--- src/rtl/vehicle_sensor_frontend.sv ---
// Purpose: condition the entry/exit loop sensors into clean levels, arrive/depart pulses and stuck faults.
// Latency: DEBOUNCE_CYCLES+2 clk edges from a stable raw change to the clean level and its pulse.
// Backpressure: none; free-running conditioning, outputs are levels and single-cycle pulses.

// One sensor channel: 2-flop synchroniser, hold-time debounce FSM and stuck-high monitor.
module vehicle_sensor_channel #(
    parameter int DEBOUNCE_CYCLES = 16,
    parameter int STUCK_CYCLES    = 1000000
) (
    input  logic clk,
    input  logic reset,
    input  logic i_raw,
    output logic o_clean,
    output logic o_arrive,
    output logic o_depart,
    output logic o_fault
);

    localparam int SC_W = (STUCK_CYCLES < 2) ? 1 : $clog2(STUCK_CYCLES + 1);
    localparam logic [15:0]     DC_LAST = 16'(DEBOUNCE_CYCLES - 1);
    localparam logic [SC_W-1:0] SC_MAX  = SC_W'(STUCK_CYCLES);

    typedef enum logic [1:0] {
        ST_LOW       = 2'd0,
        ST_RISE_PEND = 2'd1,
        ST_HIGH      = 2'd2,
        ST_FALL_PEND = 2'd3
    } state_t;

    logic            r_sync1;
    logic            r_s;
    state_t          r_state;
    logic [15:0]     r_dc;
    logic [SC_W-1:0] r_sc;
    logic            r_clean;
    logic            r_arrive;
    logic            r_depart;

    state_t          w_state_nxt;
    logic [15:0]     w_dc_nxt;
    logic [SC_W-1:0] w_sc_nxt;
    logic [SC_W-1:0] w_sc_inc;
    logic            w_clean_nxt;
    logic            w_arrive_nxt;
    logic            w_depart_nxt;

    // Bring the asynchronous loop input into the clk domain; only r_s feeds the filter.
    always_ff @(posedge clk or posedge reset) begin
        if (reset) begin
            r_sync1 <= 1'b0;
            r_s     <= 1'b0;
        end else begin
            r_sync1 <= i_raw;
            r_s     <= r_sync1;
        end
    end

    // Stuck counter advance, holding once the fault threshold is reached.
    always_comb begin
        w_sc_inc = (r_sc == SC_MAX) ? r_sc : (r_sc + SC_W'(1));
    end

    // Debounce FSM next state: a level change needs DEBOUNCE_CYCLES identical samples in a row.
    always_comb begin
        w_state_nxt  = r_state;
        w_dc_nxt     = r_dc;
        w_sc_nxt     = r_sc;
        w_clean_nxt  = r_clean;
        w_arrive_nxt = 1'b0;
        w_depart_nxt = 1'b0;
        case (r_state)
            ST_LOW: begin
                w_clean_nxt = 1'b0;
                w_dc_nxt    = 16'd0;
                if (r_s) begin
                    w_state_nxt = ST_RISE_PEND;
                    w_dc_nxt    = 16'd1;
                end
            end
            ST_RISE_PEND: begin
                w_clean_nxt = 1'b0;
                if (!r_s) begin
                    w_state_nxt = ST_LOW;
                    w_dc_nxt    = 16'd0;
                end else if (r_dc == DC_LAST) begin
                    w_state_nxt  = ST_HIGH;
                    w_dc_nxt     = 16'd0;
                    w_clean_nxt  = 1'b1;
                    w_arrive_nxt = 1'b1;
                    w_sc_nxt     = '0;
                end else begin
                    w_dc_nxt = r_dc + 16'd1;
                end
            end
            ST_HIGH: begin
                w_clean_nxt = 1'b1;
                w_dc_nxt    = 16'd0;
                w_sc_nxt    = w_sc_inc;
                if (!r_s) begin
                    w_state_nxt = ST_FALL_PEND;
                    w_dc_nxt    = 16'd1;
                end
            end
            ST_FALL_PEND: begin
                // The vehicle is still considered present, so the stuck count keeps running.
                w_clean_nxt = 1'b1;
                w_sc_nxt    = w_sc_inc;
                if (r_s) begin
                    w_state_nxt = ST_HIGH;
                    w_dc_nxt    = 16'd0;
                end else if (r_dc == DC_LAST) begin
                    w_state_nxt  = ST_LOW;
                    w_dc_nxt     = 16'd0;
                    w_clean_nxt  = 1'b0;
                    w_depart_nxt = 1'b1;
                    w_sc_nxt     = '0;
                end else begin
                    w_dc_nxt = r_dc + 16'd1;
                end
            end
            default: begin
                w_state_nxt = ST_LOW;
                w_dc_nxt    = 16'd0;
                w_sc_nxt    = '0;
                w_clean_nxt = 1'b0;
            end
        endcase
    end

    // FSM, counters and registered outputs; reset drops everything immediately with no pulse.
    always_ff @(posedge clk or posedge reset) begin
        if (reset) begin
            r_state  <= ST_LOW;
            r_dc     <= 16'd0;
            r_sc     <= '0;
            r_clean  <= 1'b0;
            r_arrive <= 1'b0;
            r_depart <= 1'b0;
        end else begin
            r_state  <= w_state_nxt;
            r_dc     <= w_dc_nxt;
            r_sc     <= w_sc_nxt;
            r_clean  <= w_clean_nxt;
            r_arrive <= w_arrive_nxt;
            r_depart <= w_depart_nxt;
        end
    end

    assign o_clean  = r_clean;
    assign o_arrive = r_arrive;
    assign o_depart = r_depart;
    assign o_fault  = (r_sc == SC_MAX);

endmodule

// Top: two independent channels; arbitration between entry and exit is left to the controller.
module vehicle_sensor_frontend #(
    parameter int DEBOUNCE_CYCLES = 16,
    parameter int STUCK_CYCLES    = 1000000
) (
    input  logic clk,
    input  logic reset,
    input  logic i_raw_entry,
    input  logic i_raw_exit,
    output logic o_sensor_entry,
    output logic o_sensor_exit,
    output logic o_entry_arrive,
    output logic o_entry_depart,
    output logic o_exit_arrive,
    output logic o_exit_depart,
    output logic o_fault_entry,
    output logic o_fault_exit
);

    vehicle_sensor_channel #(
        .DEBOUNCE_CYCLES (DEBOUNCE_CYCLES),
        .STUCK_CYCLES    (STUCK_CYCLES)
    ) u_entry (
        .clk      (clk),
        .reset    (reset),
        .i_raw    (i_raw_entry),
        .o_clean  (o_sensor_entry),
        .o_arrive (o_entry_arrive),
        .o_depart (o_entry_depart),
        .o_fault  (o_fault_entry)
    );

    vehicle_sensor_channel #(
        .DEBOUNCE_CYCLES (DEBOUNCE_CYCLES),
        .STUCK_CYCLES    (STUCK_CYCLES)
    ) u_exit (
        .clk      (clk),
        .reset    (reset),
        .i_raw    (i_raw_exit),
        .o_clean  (o_sensor_exit),
        .o_arrive (o_exit_arrive),
        .o_depart (o_exit_depart),
        .o_fault  (o_fault_exit)
    );

endmodule

--- config.mk ---
export PLATFORM = sky130hd
export DESIGN_NAME = vehicle_sensor_frontend
export DESIGN_NICKNAME = d
export VERILOG_FILES = /design/src/rtl/vehicle_sensor_frontend.sv
export SDC_FILE = /design/constraint.sdc
export NUM_CORES = 1
export LEC_CHECK = 0
export CAP_MARGIN = 25
export CORE_MARGIN = 5
export CORE_UTILIZATION = 30
export DETAILED_ROUTE_END_ITERATION = 8
export DONT_BUFFER_PORTS = 1
export PLACE_DENSITY = 0.47
export REMOVE_ABC_BUFFERS = 1
export SYNTH_ARGS = -nofsm -noshare
export SYNTH_HDL_FRONTEND = slang
export SYNTH_HIERARCHICAL = 1
export SYNTH_SLANG_ARGS = --single-unit
--- constraint.sdc ---
create_clock -name clk -period 7.6 [get_ports clk]
set_clock_uncertainty 0.2 [all_clocks]
set_input_delay 1.14 -clock clk [delete_from_list [all_inputs] [get_ports clk]]
set_output_delay 1.14 -clock clk [all_outputs]
set_load 0.05 [all_outputs]
### After elaboration in Yosys (flattened, before gate mapping)

Cells that the tools add are included.

| word-level totals | value |
|---|---|
| output and inout port bits | 8 |
| bits in latches | 0 |
| input port bits | 4 |
| memories | 0 |
| register bits | 86 |
| memory bits (read-only) | 0 |
| word-level logic and storage cells | 104 |
| RAM bits | 0 |

| operators by class | value |
|---|---|
| mux-type cells | 54 |
| equal/unequal tests | 22 |
| reductions and logical operators | 8 |
| div/mod/pow operators | 0 |
| multiply operators | 0 |
| bitwise logic cells | 0 |
| shift operators | 0 |
| magnitude comparators | 0 |
| add/sub/neg operators | 4 |

Operators with widths:

| operator | count |
|---|---|
| 20-bit 2-to-1 mux | 10 |
| 16-bit case mux with 4 select lines | 2 |
| 20-bit case mux with 3 select lines | 2 |
| 16-bit 2-to-1 mux | 6 |
| 20-bit by 1-bit adder with 20-bit output, second input constant | 2 |
| 20-bit equality test, second input constant | 2 |
| 16-bit by 1-bit adder with 16-bit output, second input constant | 2 |
| 16-bit by 4-bit equality test with 1-bit output, second input constant | 2 |
| 2-bit 2-to-1 mux | 12 |
| 1-bit 2-to-1 mux | 18 |
| 2-bit case mux with 4 select lines | 2 |
| 2-bit by 1-bit != test with 1-bit output, second input constant | 6 |
| 2-bit equality test, second input constant | 4 |
| 1-bit case mux with 4 select lines | 2 |
| 4-bit AND reduction | 2 |
| 3-bit by 1-bit != test with 1-bit output, second input constant | 2 |
| 3-bit != test, second input constant | 2 |
| 3-bit AND reduction | 2 |
| 3-bit nonzero test | 2 |
| 2-bit by 1-bit equality test with 1-bit output, second input constant | 2 |
| 2-bit logical NOT | 2 |
| 2-bit != test, second input constant | 2 |

### Logic depth before layout (Yosys ltp)

Gate-level depths: netlist of the first run.

| depth | value |
|---|---|
| depth after elaboration | 5 |
| depth in mapped cells | 7 |

### Hierarchy

The synthesis of the first run kept the hierarchy.

Modules (own cells, without submodules):

| module | area each (um^2) | instances | cells an instance |
|---|---|---|---|
| vehicle_sensor_channel (u_entry) | 2214.6 | 1 | 239 |
| vehicle_sensor_channel (u_exit) | 2154.6 | 1 | 223 |

### Worst setup path after synthesis of the first run

OpenSTA, ideal clock, no wires.

| path | value |
|---|---|
| kind | reg2out |
| start point | register u_entry.r_sc[0] |
| end point | output port o_fault_entry |
| cell stages (with the launch flop) | 6 |
| data required time | 6.260 ns |
| setup slack | 4.146 ns |
| path buffers | 0 |
| arrival | 2.114 ns |
| cell sequence | dfrtp_1 -> inv_1 -> ha_1 -> nor4b_1 -> nand4_1 -> nor3_1 |

| on the way | value |
|---|---|
| longest elaborated chain between the ends | 1 |

Ends and longest elaborated chain:

| element | RTL line | RTL |
|---|---|---|
| start: declaration | 34 | `logic [SC_W-1:0] r_sc;` |
| start signal: assignment | 142 | `r_sc <= w_sc_nxt;` |
| 20-bit equality test | 152 | `assign o_fault = (r_sc == SC_MAX);` |
| end: declaration | 171 | `output logic o_fault_entry,` |

Every way passes these cells.

### Worst setup path in the final report of the first run

Same ends and word-level chain as after synthesis.

==> metrics, run 1 <==
status finished, final reports clean; H-tree depth reported by CTS 3; Overall Global Routing Usage 0.120; switch share 0.214; # rows 44; Worst Hold Class reg2reg; worst reg2reg endpoint u_entry/r_sc[6]$_DFFE_PP0P_; combinational cell fraction of total power 0.019; Die X-Extent 131 µm; WL/cell 14.3 µm; mux cell area share after synthesis 0.00687; hold endpoint u_exit/r_s$_DFF_PP0_; FF-to-FF path depth 5; Async S/R FF share, synth 1.00; largest family of logic cells by synthesized area simple AND/OR/NAND/NOR gates; WL met1 4.67 mm; P_int 712 µW; DRT Pass-1 Iters 4; Final TNS setup 0 ns; Synth top area share 0.493; Synthesis Warnings 6; WP data required 6.26 ns; Die ar. 0.0171 mm²; #FFs+latches synth 86; via count 3308; share of cells above drive strength 1 0.0618; r2r setup slk 4.82 ns; vias in the first global route 3235; max incr delay on CP 0.78 ns; dpl ws 4.40 ns; Final Slew Violations 0; netlist area before placement 0.00437 mm²; startpoint class of the critical path flop; nets@finish 474; Root Driver clkbuf_16; Max clock buf depth 2; Core ar. 0.0144 mm²; crit path time final 3.55 ns; Remaining Overflow, GRT 0; I/O pins 12; DR vias/cell 5.07; Mapped Cells 462; Avg Cell Area, Syn 9.46 µm²; Resize count post-CTS 0; count leader, synth dfrtp_1; CTS tree built; iteration-0 DRC count of the detailed router 245; largest net degree at the start of global routing 44; Clock power frac 0.468; met2 routed WL 4.16 mm; Flop pwr share 0.513; Worst setup EP type output pin; cell total after placement 637; max layer used met4; worst-path maximum fanout 5; hold buffers post-CTS 0; Hold Path Origin u_exit/r_sync1$_DFF_PP0_; synth cell count leaders dfrtp_1, nor2_1, nand3_1; adder and majority cell fraction of the synthesized area 0.0172; RSZ-0062 raised after global routing false; pwr/cell area 187 mW/mm²; post-synthesis compound-gate area fraction 0.0753; post-CTS setup buffers 0; clk_lat worst skew 0.33 ns; Die Y 131 µm; Switch Pwr 194 µW; Simple-Gate Fraction of Synth Area 0.298; initial antenna violation count 0; Initial Util 0.303; Antenna Diode Count 0; Synth area leaders dfrtp_1, nor2_1, nand3_1, xor2_1, nand2_1; DRT antenna net count 0; Worst R2R Start u_entry/r_dc[11]$_DFF_PP0_; Final Hold Vio Count 0; cell taking the most area after synthesis dfrtp_1; Post-synth EDFFs 0; placed wire-length estimate 6.26 mm; XOR/XNOR Fraction of Synth Area 0.0862; WL met3 347 µm; CTS Sinks 86; Synth cell types 46; Fillers 1471; TritonCTS buffer count 9; CTS clk-pin slew, worst paths 0.06 ns; Setup-failing EPs final 0; Layout Cells excl Fill 653; Critical Path AT 2.21 ns; Layout area overhead 11.1%; final worst slack 4.05 ns; WL final 9.31 mm; max frequency 0.282 GHz; DRC Markers 0; Max VDD drop 0.0874 mV; Primary FF master, synth dfrtp_1; Period Utilization, post-route 0.467; Leak Pwr 2.08 nW; post-synthesis sequential area ratio 0.493; number of max-cap violations 0; worst hold slack 0.158 ns; Worst-Margin Slew 0.967 ns; Slowest cell on crit path nor3_2; hold depth 0; critical path cell sequence inv_1 > ha_1 > nor4b_1 > nand4_1 > nor3_2; Placer Congestion 0.785; total power 906 µW; CP Class reg2out; slew margin rel. 0.356; IO buf count 0; global-route wire length before repair 16.3 mm
[worst max-delay path by stage]
stage | from | to | cells after the start
floorplan | u_entry/r_sc[0]$_DFFE_PP0P_ | o_fault_entry | 5
global placement | u_entry/r_sc[0]$_DFFE_PP0P_ | o_fault_entry | 5
detailed placement | u_entry/r_sc[0]$_DFFE_PP0P_ | o_fault_entry | 5
CTS | u_entry/r_sc[0]$_DFFE_PP0P_ | o_fault_entry | 5
global route | u_entry/r_sc[0]$_DFFE_PP0P_ | o_fault_entry | 5
finish | u_entry/r_sc[0]$_DFFE_PP0P_ | o_fault_entry | 5
[power groups by stage]
| stage | clock [mW] | sequential, mW | combinational, mW |
|---|---|---|---|
| 4_1_cts | 0.439 | 0.464 | 0.0185 |
| 3_5_place_dp | 0 | 0.473 | 0.0185 |
| 3_3_place_gp | 0 | 0.473 | 0.0183 |
| 5_1_grt | 0.461 | 0.465 | 0.0211 |
| 6_report | 0.424 | 0.464 | 0.0174 |
| 2_1_floorplan | 0 | 0.472 | 0.0129 |
[worst max-delay path: cells and delay by family (launching register included)]
kind,cells,cell delay [ns]
flops,1,0.42
fa+ha+maj,1,0.14
buf+inv,1,0.11
simple gates,3,1.22
[kinds of logic (layout without fill, tap and decap cells)]
group           count (synthesis)  in the layout
simple gates                  250            250
flops                          86             86
compound gates                 49             49
xor+xnor                       43             43
buf+inv                        25             32
fa+ha+maj                       6              6
mux                             3              3
[area by class of cell]
cell class                 count  area (µm²)  area share
sequential                    86        2150       0.443
multi-input combinational    351        2120       0.436
clock buffer                  13         270      0.0557
tap                          184         230      0.0474
inverter                      14        52.6      0.0108
clock inverter                 3        17.5     0.00361
timing repair buffer           2        15.0     0.00309
[stage by stage]
stage	util	area, µm²
floorplan	-	4320
global placement	0.317	4570
detailed placement	0.317	4570
CTS	0.337	4850
global route	0.337	4850
finish	0.337	4850
[state kept, by name (all words and copies together), names as in the netlist, named ones only]
signal,flops
u_entry/r_sc,20
u_exit/r_sc,20
u_entry/r_dc,16
u_exit/r_dc,16
u_entry/o_arrive,1
u_entry/o_clean,1
u_entry/o_depart,1
u_entry/r_s,1
u_entry/r_state,1
u_entry/r_sync1,1
u_exit/o_arrive,1
u_exit/o_clean,1
u_exit/o_depart,1
u_exit/r_s,1
u_exit/r_state,1
u_exit/r_sync1,1
[layer usage]
layer	vias to the layer above	GRT usage
met5	-	0
met3	11	0.0285
met1	1592	0.171
li1	1647	-
met2	58	0.176
met4	0	0.0454
[cell usage in the layout, fill, tap and decap left out, types with 2 or more instances in the layout]
cell       netlist  final
a21oi_1         10     10
and4b_1          2      2
o21ai_0          8      8
nor4_1           6      6
nor2b_1          3      3
o31ai_1          5      5
and3_1           9      9
clkbuf_16        0      9
nand2b_1         3      3
nor3_1          11     10
and2_1           2      2
or4_1            2      2
a211oi_1         4      4
o21a_1           2      2
nor4b_1          5      5
mux2i_1          3      3
inv_1           14     12
nand4_1         21     21
nand3b_1         2      2
buf_4            0      2
xnor2_1         16     16
clkinv_2         0      2
dfrtp_1         86     86
o21ai_1          3      3
nand3_1         48     48
nand2_1         43     43
a21o_1           6      6
or4_4            5      5
nor2_1          70     70
and4_1           5      5
a31oi_1          3      3
ha_1             6      6
nor3b_2          2      2
clkinv_1         0      2
or3_1            8      8
clkbuf_8         0      3
xor2_1          27     27
Power figures use the tool's default switching activity.
==> inputs of run 2 (changes only) <==
- clock period: 7.6 -> 3.63 ns (I/O delays scaled with it)
==> run 2 against run 1 <==
Against the previous run: combinational power up 110%; critical endpoint unchanged; sequential share of layout area down 0.10 points; register-to-register slack worse by 3.8 ns; flip-flop and latch count unchanged; sequential power up 110%.
==> metrics, run 2 (synthesis gave the netlist of run 1 again) <==
TritonCTS buffer count 9; Worst-Margin Slew 0.891 ns; CTS Sinks 86; number of max-cap violations 0; commonest cells after routing, fill and taps aside dfrtp_1, nor2_1, nand3_1, nand2_1, xor2_1; initial antenna violation count 0; status finished, final reports clean; Worst R2R Start u_entry/r_dc[5]$_DFF_PP0_; Initial Util 0.303; Remaining Overflow, GRT 0; iteration-0 DRC count of the detailed router 259; CP Class reg2out; hold buffers post-CTS 0; DRT antenna net count 0; Core ar. 0.0144 mm²; Resize count post-CTS 0; CTS clk-pin slew, worst paths 0.07 ns; Root Driver clkbuf_16; share of cells above drive strength 1 0.0638; worst-path maximum fanout 5; pwr/cell area 395 mW/mm²; largest net degree at the start of global routing 44; Antenna Diode Count 0; CTS tree built; WL/cell 14.2 µm; Placer Congestion 0.801; Die ar. 0.0171 mm²; r2r setup slk 0.98 ns; global-route wire length before repair 16.1 mm; placed wire-length estimate 6.39 mm; vias in the first global route 3230; Post-DP Area 0.00457 mm²; Final Slew Violations 0; nets@finish 475; Layout area overhead 11.4%; Leak Pwr 2.08 nW; CP endpoint o_fault_entry; worst reg2reg endpoint u_entry/r_sc[6]$_DFFE_PP0P_; Largest regs u_entry/r_sc x20, u_exit/r_sc x20; post-CTS setup buffers 0; Setup-failing EPs final 0; Final TNS setup 0 ns; DRT Pass-1 Iters 6; Critical Path Stages 5; crit path time final 2.96 ns; Final Hold Vio Count 0; DRC Markers 0; DR vias/cell 5.04; RSZ-0062 raised after global routing false; # rows 44; max incr delay on CP 0.75 ns; delay-heaviest family, CP simple AND/OR/NAND/NOR gates; slew margin rel. 0.403; worst hold slack 0.0212 ns; Critical Path AT 2.21 ns; critical path cell sequence inv_1 > ha_1 > nor4b_1 > nand4_1 > nor3_2; WP data required 2.89 ns; Die X-Extent 131 µm; Period Utilization, post-route 0.815; FF-to-FF path depth 5; IO buf count 0; Max clock buf depth 2; leading cell type in the layout, fill and taps excluded dfrtp_1; startpoint class of the critical path flop; Slowest cell on crit path nor3_2; Max VDD drop 0.226 mV; Worst Hold Class in2async; Worst setup EP type output pin; Die Y 131 µm; CP bufs+invs 1; final instance area 0.00487 mm²; I/O pins 12; WL final 9.30 mm; CP startpoint u_entry/r_sc[0]$_DFFE_PP0P_; clk_lat worst skew 0.35 ns; max frequency 0.338 GHz; via count 3297; H-tree depth reported by CTS 3; Overall Global Routing Usage 0.120; total power 1.92 mW
[run 2: cell types whose count changed in the layout (fill, tap and decap cells not counted)]
cell	previous run	this run
clkbuf_8	3	0
clkinvlp_4	1	3
buf_4	2	3
bufinv_16	0	1
[run 2: cell type report]
cell class / count / area, µm²
Fill cell: 1478 / 9560
Tap cell: 184 / 230
Timing Repair Buffer: 3 / 22.5
Clock buffer: 10 / 229
Clock inverter: 6 / 62.6
Sequential cell: 86 / 2150
Inverter: 14 / 52.6
Multi-Input combinational cell: 351 / 2120
[run 2: how the worst min path moves through the flow]
stage | from | cells past startpoint | endpoint
after CTS | i_raw_entry | 0 | u_entry/r_sync1$_DFF_PP0_
after global placement | u_entry/r_sync1$_DFF_PP0_ | 0 | u_entry/r_s$_DFF_PP0_
after global routing | i_raw_exit | 0 | u_exit/r_sync1$_DFF_PP0_
final | reset | 2 | u_exit/r_sync1$_DFF_PP0_
after detailed placement | u_exit/r_sync1$_DFF_PP0_ | 0 | u_exit/r_s$_DFF_PP0_
after floorplan | u_entry/r_sync1$_DFF_PP0_ | 0 | u_entry/r_s$_DFF_PP0_
[run 2: stage by stage]
step / setup slack (ns) / std cells / utilization
3_3_place_gp: 1.07 / 638 / 0.317
2_1_floorplan: 0.771 / 451 / -
6_report: 0.673 / 654 / 0.337
5_1_grt: 0.571 / 654 / 0.337
3_5_place_dp: 1.01 / 638 / 0.317
4_1_cts: 0.650 / 654 / 0.337
[run 2: power breakdown]
group / leakage [nW] / switching, mW / internal (mW)
combinational: 0.761 / 0.0298 / 0.00719
sequential: 1.18 / 0.00774 / 0.965
clock: 0.134 / 0.384 / 0.531
total: 2.08 / 0.421 / 1.50
[run 2: routing by layer]
| layer | share of wire | routed length (µm) | global-route usage |
|---|---|---|---|
| met1 | 0.51 | 4760 | 0.171 |
| met4 | 0.018 | 164 | 0.0490 |
| met2 | 0.44 | 4070 | 0.171 |
| met5 | 0 | 0 | 0 |
| met3 | 0.032 | 300 | 0.0317 |
==> inputs of run 3 (changes only) <==
- PLACE_DENSITY: 0.47 -> 0.48
- clock period: 3.63 -> 2.4 ns (I/O delays scaled with it)
==> run 3 against run 2 <==
Against the previous run: setup slack got worse by 0.67 ns; flip-flop and latch count did not move; register-to-register slack got worse by 0.97 ns; worst hold slack improved by 0.13 ns; clock-buffer cell count rose by 1; combinational power rose by 79%; wire length rose by 2.0%.
==> metrics, run 3 (synthesis gave the netlist of run 1 again) <==
CTS clk-pin slew, worst paths 0.06 ns; Initial Util 0.303; Layout area overhead 20.0%; Antenna Diode Count 0; WP data required 2.43 ns; r2r setup slk 0.005 ns; worst hold slack 0.153 ns; IO buf count 0; placed wire-length estimate 6.80 mm; worst reg2reg endpoint u_entry/r_sc[5]$_DFFE_PP0P_; global-route wire length before repair 16.7 mm; total power 3.07 mW; H-tree depth reported by CTS 3; Worst Hold Class reg2reg; storage element area 0.00215 mm²; Final Hold Vio Count 0; Max VDD drop 0.394 mV; Max clock buf depth 2; share of cells above drive strength 1 0.145; final instance area 0.00524 mm²; DRT antenna net count 0; Final Slew Violations 0; Critical Path AT 2.43 ns; WL final 9.48 mm; final worst slack 0.00518 ns; DRC Markers 0; pwr/cell area 585 mW/mm²; number of max-cap violations 0; Leak Pwr 2.30 nW; switch share 0.211; Core ar. 0.0144 mm²; CP Class reg2reg; Fillers 1475; commonest cells after routing, fill and taps aside dfrtp_1, nor2_1, nand3_1, nand2_1, buf_4; Layout Cells excl Fill 688; via count 3412; Worst R2R Start u_entry/r_dc[11]$_DFF_PP0_; Die X-Extent 131 µm; worst-path maximum fanout 5; cell total after placement 667; WL/cell 13.8 µm; Flop pwr share 0.479; DR vias/cell 4.96; Die Y 131 µm; CP endpoint u_entry/r_sc[5]$_DFFE_PP0P_; Remaining Overflow, GRT 0; initial antenna violation count 0; Final Util 0.363; Post-DP Area 0.00480 mm²; multi-input combinational cell area 0.00217 mm²; Die ar. 0.0171 mm²; hold depth 0; crit path time final 2.39 ns; Worst-Margin Slew 0.853 ns; # rows 44; Period Utilization, post-route 0.998; clk_lat worst skew 0.35 ns; status finished, final reports clean; startpoint class of the critical path flop; TritonCTS buffer count 9; P_int 2.42 mW; CTS Sinks 86; I/O pins 12; Clock power frac 0.499; Switch Pwr 646 µW; Overall Global Routing Usage 0.123; CP startpoint u_entry/r_dc[11]$_DFF_PP0_; FF-to-FF path depth 6; Setup-failing EPs final 0; DRT Pass-1 Iters 4; dpl ws 0.0248 ns; leading cell type in the layout, fill and taps excluded dfrtp_1; nets@finish 509; vias in the first global route 3391; Worst setup EP type flop; iteration-0 DRC count of the detailed router 180; max frequency 0.418 GHz; Final TNS setup 0 ns; Largest regs u_entry/r_sc x20, u_exit/r_sc x20; Root Driver clkbuf_16; RSZ-0062 raised after global routing true; combinational cell fraction of total power 0.022; CTS tree built; slew margin rel. 0.428; largest net degree at the start of global routing 23; Placer Congestion 0.831
==> run 3: cell types whose count changed in the layout (fill, tap and decap cells not counted), sizes merged <==
cell,delta
buf,+31
bufinv,+1
clkbuf,+1
clkinv,-1
clkinvlp,-2
dlygate4sd3,+3
inv,+1
==> run 3: critical path, cell delays in order (launching register included) <==
cell and delay [ns]:
dfrtp_1 0.38, or4_4 0.55, or4_4 0.59, o21ai_4 0.22, buf_6 0.15, nor4_2 0.04
a21o_1 0.15
==> run 3: timing repair <==
item	in CTS	in global routing
resized for setup	2	19
endpoints found under the hold margin	66	0
buffers inserted	0	2
setup endpoints to repair	1	16
pin swaps	1	6
hold buffers	3	0
==> run 3: power groups by stage <==
stage / sequential [mW] / combinational, mW / clock [mW]
floorplan: 1.49 / 0.0408 / 0
global placement: 1.50 / 0.0653 / 0
detailed placement: 1.50 / 0.0654 / 0
CTS: 1.47 / 0.0699 / 1.58
global route: 1.47 / 0.0796 / 1.64
finish: 1.47 / 0.0661 / 1.53
==> run 3: final cells by class <==
class,count,share of cell area
clock buffer,11,0.0463
clock inverter,5,0.0155
inverter,14,0.0100
multi-input combinational,351,0.413
sequential,86,0.411
tap,184,0.0439
timing repair buffer,37,0.0604
==> run 3: worst min path at each step <==
stage                              start  slack, ns                        to
2_1_floorplan  u_entry/r_sync1$_DFF_PP0_       0.13     u_entry/r_s$_DFF_PP0_
3_3_place_gp                       reset     0.0003  u_exit/r_sync1$_DFF_PP0_
3_5_place_dp                       reset      0.002  u_exit/r_sync1$_DFF_PP0_
4_1_cts        u_entry/r_sync1$_DFF_PP0_       0.15     u_entry/r_s$_DFF_PP0_
5_1_grt        u_entry/r_sync1$_DFF_PP0_       0.17     u_entry/r_s$_DFF_PP0_
6_report       u_entry/r_sync1$_DFF_PP0_       0.15     u_entry/r_s$_DFF_PP0_
==> run 3: routing by layer <==
metal | vias to the layer above | GRT usage | routed length (µm) | part of all wire
li1 | 1720 | - | - | -
met1 | 1634 | 0.175 | 4820 | 0.51
met2 | 46 | 0.181 | 4240 | 0.45
met3 | 12 | 0.0199 | 249 | 0.026
met4 | 0 | 0.0593 | 172 | 0.018
met5 | - | 0 | 0 | 0
